### src/rtl/gate_pkg.sv
// Shared constants for the 2-input gate exerciser: function codes, FSM
// state encoding and vector count.
package gate_pkg;

  localparam logic [2:0] FN_AND  = 3'b000;
  localparam logic [2:0] FN_OR   = 3'b001;
  localparam logic [2:0] FN_XOR  = 3'b010;
  localparam logic [2:0] FN_NAND = 3'b011;
  localparam logic [2:0] FN_NOR  = 3'b100;
  localparam logic [2:0] FN_XNOR = 3'b101;

  localparam int NVEC = 4;

  typedef enum logic [1:0] {
    IDLE = 2'd0,
    RUN  = 2'd1,
    DONE = 2'd2
  } state_t;

endpackage

### src/rtl/gate_ref.sv
// Reference model of the gate under test: expected output for a
// function code and input pair, plus a flag for legal codes.
module gate_ref
  import gate_pkg::*;
(
  input  logic [2:0] func,
  input  logic       a,
  input  logic       b,
  output logic       expected,
  output logic       legal
);

  always_comb begin
    expected = 1'b0;
    legal    = 1'b1;
    case (func)
      FN_AND:  expected = a & b;
      FN_OR:   expected = a | b;
      FN_XOR:  expected = a ^ b;
      FN_NAND: expected = ~(a & b);
      FN_NOR:  expected = ~(a | b);
      FN_XNOR: expected = ~(a ^ b);
      default: legal = 1'b0;
    endcase
  end

endmodule

### src/rtl/gate_exerciser.sv
// Drives all four a/b vectors onto a gate under test, samples its output
// after a settle time and accumulates pass/fail results.
//
//   state | meaning
//   IDLE  | waiting; an accepted start arms a launch on the following edge
//   RUN   | applying vectors 0..3, settle timer per vector
//   DONE  | one-cycle done pulse, results final
module gate_exerciser
  import gate_pkg::*;
#(
  parameter int SETTLE_CYC = 2
) (
  input  logic       clk,
  input  logic       rst_n,
  input  logic       start,
  input  logic [2:0] func_sel,
  output logic       gate_a,
  output logic       gate_b,
  input  logic       gate_o,
  output logic       busy,
  output logic       done,
  output logic       pass,
  output logic [2:0] err_cnt,
  output logic [3:0] fail_mask
);

  localparam logic [3:0] SETTLE_LD = 4'(SETTLE_CYC);
  localparam logic [1:0] LAST_VEC  = 2'(NVEC - 1);

  state_t     state, state_nx;
  logic       armed;
  logic [2:0] func_q;
  logic [1:0] vec_k;
  logic [3:0] settle_cnt;
  logic       exp_o;
  logic       func_legal;
  logic       launch;
  logic       sample;
  logic       last_sample;
  logic       mismatch;
  logic       accept;

  gate_ref u_ref (
    .func    (func_q),
    .a       (vec_k[1]),
    .b       (vec_k[0]),
    .expected(exp_o),
    .legal   (func_legal)
  );

  assign gate_a   = vec_k[1];
  assign gate_b   = vec_k[0];
  assign mismatch = gate_o ^ exp_o;
  // A start is taken on any edge that leaves the FSM in IDLE, including the
  // DONE->IDLE edge, so a held start chains runs with no gap.
  assign accept   = start && (state_nx == IDLE);

  always_ff @(posedge clk or negedge rst_n) begin
    if (!rst_n) state <= IDLE;
    else        state <= state_nx;
  end

  always_comb begin
    state_nx    = state;
    launch      = 1'b0;
    sample      = 1'b0;
    last_sample = 1'b0;
    case (state)
      IDLE: begin
        if (armed) begin
          launch   = 1'b1;
          state_nx = func_legal ? RUN : DONE;
        end
      end
      RUN: begin
        if (settle_cnt == 4'd1) begin
          sample = 1'b1;
          if (vec_k == LAST_VEC) begin
            last_sample = 1'b1;
            state_nx    = DONE;
          end
        end
      end
      DONE:    state_nx = IDLE;
      default: state_nx = IDLE;
    endcase
  end

  always_ff @(posedge clk or negedge rst_n) begin
    if (!rst_n) begin
      armed      <= 1'b0;
      func_q     <= 3'd0;
      vec_k      <= 2'd0;
      settle_cnt <= 4'd0;
      busy       <= 1'b0;
      done       <= 1'b0;
      pass       <= 1'b0;
      err_cnt    <= 3'd0;
      fail_mask  <= 4'd0;
    end else begin
      armed <= accept;
      done  <= 1'b0;
      if (accept) begin
        func_q    <= func_sel;
        pass      <= 1'b0;
        err_cnt   <= 3'd0;
        fail_mask <= 4'd0;
      end
      if (launch) begin
        vec_k      <= 2'd0;
        settle_cnt <= SETTLE_LD;
        busy       <= func_legal;
        done       <= ~func_legal;
      end
      if (state == RUN) begin
        if (sample) begin
          if (mismatch) begin
            fail_mask[vec_k] <= 1'b1;
            err_cnt          <= err_cnt + 3'd1;
          end
          // vec_k wraps 3->0 so the gate inputs return low at the end of a run
          vec_k      <= vec_k + 2'd1;
          settle_cnt <= SETTLE_LD;
          if (last_sample) begin
            busy <= 1'b0;
            done <= 1'b1;
            pass <= (err_cnt == 3'd0) && !mismatch;
          end
        end else begin
          settle_cnt <= settle_cnt - 4'd1;
        end
      end
    end
  end

endmodule
### config.mk
export PLATFORM = sky130hd
export DESIGN_NAME = gate_exerciser
export DESIGN_NICKNAME = d
export VERILOG_FILES = /design/src/rtl/gate_pkg.sv /design/src/rtl/gate_ref.sv /design/src/rtl/gate_exerciser.sv
export SDC_FILE = /design/constraint.sdc
export NUM_CORES = 1
export LEC_CHECK = 0
export CORE_UTILIZATION = 40
export CTS_CLUSTER_SIZE = 10
export DETAILED_ROUTE_END_ITERATION = 10
export HOLD_SLACK_MARGIN = 0.15
export PLACE_DENSITY = 0.63
export SETUP_SLACK_MARGIN = 0.1
export SYNTH_ARGS = -nofsm -noshare
export SYNTH_HDL_FRONTEND = slang
export SYNTH_SLANG_ARGS = --single-unit
### constraint.sdc
create_clock -name clk -period 5.6 [get_ports clk]
set_clock_uncertainty 0.2 [all_clocks]
set_input_delay 1.12 -clock clk [delete_from_list [all_inputs] [get_ports clk]]
set_output_delay 1.12 -clock clk [all_outputs]
set_load 0.005 [all_outputs]
==> reports/qor.csv <==
metric;value;unit
CP delay by family, top;buffers and inverters;
VDD IR-drop max;267.8;uV
sequence of cells on the critical path;clkdlybuf4s50_1;
Most used DFF post-synth;dfrtp_1;
Synth top area share;47.93;%
DR iter-0 viols;9;
Routability Congestion;0.7257;
Die Y;55.59;um
Max Fanout on Critical Path;5;
Final Max Tran Viols;0;
Req. time, crit path;4.28;ns
crit-path max cell delay;0.53;ns
cell leakage power;0.6547;nW
pwr dens;502.4;nW/um^2
crit share post-route;46.24;%
H-tree levels;1;
sequential element share of the synthesized area;47.93;%
synthesized net count;121;
GR Layer Usage met2;25.99;%
# rows;19;
NumNets Final;142;
Sink Count;22;
crit end category;primary output;
Yosys warnings;0;
Critical Path Source Type;register;
Yosys top cell by area;dfrtp_1;
Post-Route Utilization;50.39;%
Tmin final;2.589;ns
Post-CTS Setup Repair Bufs;0;
Post-Route Setup TNS;0;ns
Initial DRT Pass Iterations;2;
CTS Buffer Depth;2;
asr flop ratio synth;100.0;%
post-synthesis area per instance;10.84;sq um
CTS Buf Count;3;
I/O pin cnt;19;
number of diodes;0;
top-count cell post-synth;dfrtp_1;
Via density;5.333;
RSZ-0062 raised after global routing;false;
Yosys cell types;34;
die width;55.59;um
largest net degree at the start of global routing;23;
cts hold-fix bufs;0;
M3 GR Usage;2.558;%
Root Buffer;clkbuf_4;
worst skew pair latency;0.30;ns
residual DRC count;0;
Overflow after GRT;0;
Fmax;386.2;MHz
Die ar.;3090;sq um
crit path DAT;1.27;ns
Slew @ Worst Pin;0.9750;ns
#FFs+latches synth;22;
Post-synth EDFFs;0;
HPWL after DPL;1564;um
Commonest cells post-synth;dfrtp_1, nand2_1, o21ai_0;
max_slew headroom;34.80;%
Routed WL;2062;um
R2R cell count;7;
WL per Instance;13.22;um
Worst Hold Class;reg -> reg;
Worst-path clk slew;0.11;ns
Hold Crit Depth;1;
slowest CP cell;clkdlybuf4s50_1;
total core area;2734;sq um
final worst setup slack;3.011;ns
Fillers;265;
layout cells sized above 1;16.80;%
CTS tree;built;
# resized after CTS;0;
I/O Buffers;18;
initial antenna violation count;0;
non-filler cells, final;156;
Placed Cells;153;
# setup viols final;0;
maxcap violations;0;
Initial Utilization;42.01;%
met1 usage;19.36;%
Setup Slack @ Placement;2.908;ns
Hold Fails Final Rpt;0;
area grow syn2layout;19.93;%
Synth Instances;106;
most used routing layer;met2;
Buffers & Inverters on Critical Path;1;
Detail Route Antenna Nets;0;
Cell Area, Synth;1149;sq um
total global routing track utilization;15.49;%
outcome;finished clean;
vias;832;
critical path type;reg -> out;
first-pass GRT wire length;3760;um
number of cells on the critical path;1;
Synth area leaders;dfrtp_1, ha_1, o21ai_0, nand2_1, a32o_2;
vias in the first global route;859;
layer usage:
| metal | routed length [um] | part of all wire, % |
|---|---|---|
| met1 | 962 | 47 |
| met2 | 992 | 48 |
| met3 | 64 | 3.1 |
| met4 | 42 | 2.0 |
| met5 | 0 | 0 |
power breakdown:
part	switching [mW]	internal, mW
clock	0.0446	0.0251
combinational	0.157	0.185
sequential	0.0574	0.223
total	0.259	0.433
final timing paths:
kind | from | end | slack, ns
setup / recovery | vec_k[1] | gate_a | 3.01
hold / removal | settle_cnt[3] | settle_cnt[3] | 0.31
setup reg to reg | vec_k[0] | fail_mask[0] | 3.43
hold reg to reg | settle_cnt[3] | settle_cnt[3] | 0.31
max in group asynchronous | rst_n | fail_mask[0] | 3.47
min in group asynchronous | rst_n | settle_cnt[1] | 1.14
cell type report:
class                      instances  area [sq um]  share of cell area (%)
clock buffer                       3         22.52                   1.635
inverter                           9         33.78                   2.452
multi-input combinational         73         551.8                   40.05
sequential                        22         550.5                   39.96
tap                               31         38.79                   2.816
timing repair buffer              18         180.2                   13.08
cells by family (layout without fill, tap and decap cells):
kind of cell,after synthesis,in the layout,share of synthesized area (%)
simple gates,31,31,14.93
compound gates,25,25,15.69
flops,22,22,47.93
buf+inv,11,30,4.030
fa+ha+maj,8,8,8.715
mux,7,7,6.536
xor+xnor,2,2,2.179
layout by cell type (no fill, tap or decap):
cell type,netlist,final
nor2b_1,1,1
o21ai_2,1,1
and3b_1,1,1
nor3_1,1,1
nand3_2,1,1
inv_1,9,9
nor2_2,1,1
nand2b_1,1,1
dfrtp_1,22,22
nor3b_2,1,1
a32o_2,4,4
clkbuf_4,0,3
and2_1,1,1
a31oi_1,1,1
o41ai_2,1,1
a21oi_1,1,1
nand2_1,13,13
and4b_2,1,1
nand3b_1,1,1
o41ai_1,1,1
mux2_2,4,4
xnor2_2,1,1
o21ai_0,13,13
a22oi_1,1,1
clkdlybuf4s50_1,0,18
nor2_1,4,4
or3b_2,1,1
ha_1,8,8
mux2i_1,3,3
xnor2_1,1,1
o21bai_1,1,1
nand3_1,2,2
nor2b_2,1,1
a22o_2,1,1
sequential cells by signal, indices dropped and copies added (netlist names):
| register | cells |
|---|---|
| vec_k | 2 |
| armed | 1 |
| state | 2 |
| done | 1 |
| settle_cnt | 4 |
| err_cnt | 3 |
| fail_mask | 4 |
| func_q | 3 |
| pass | 1 |
| busy | 1 |
metrics by stage:
step / instance area [sq um] / hold slack [ns] / power, mW
6_report: 1378 / 0.3076 / 0.6921
5_1_grt: 1378 / 0.3419 / 0.7584
4_1_cts: 1378 / 0.3173 / 0.7060
3_5_place_dp: 1355 / 0.2851 / 0.6315
3_3_place_gp: 1355 / 0.2838 / 0.6224
2_1_floorplan: 1149 / 0.2706 / 0.5009
No activity file was read; power rests on OpenSTA's default activity.
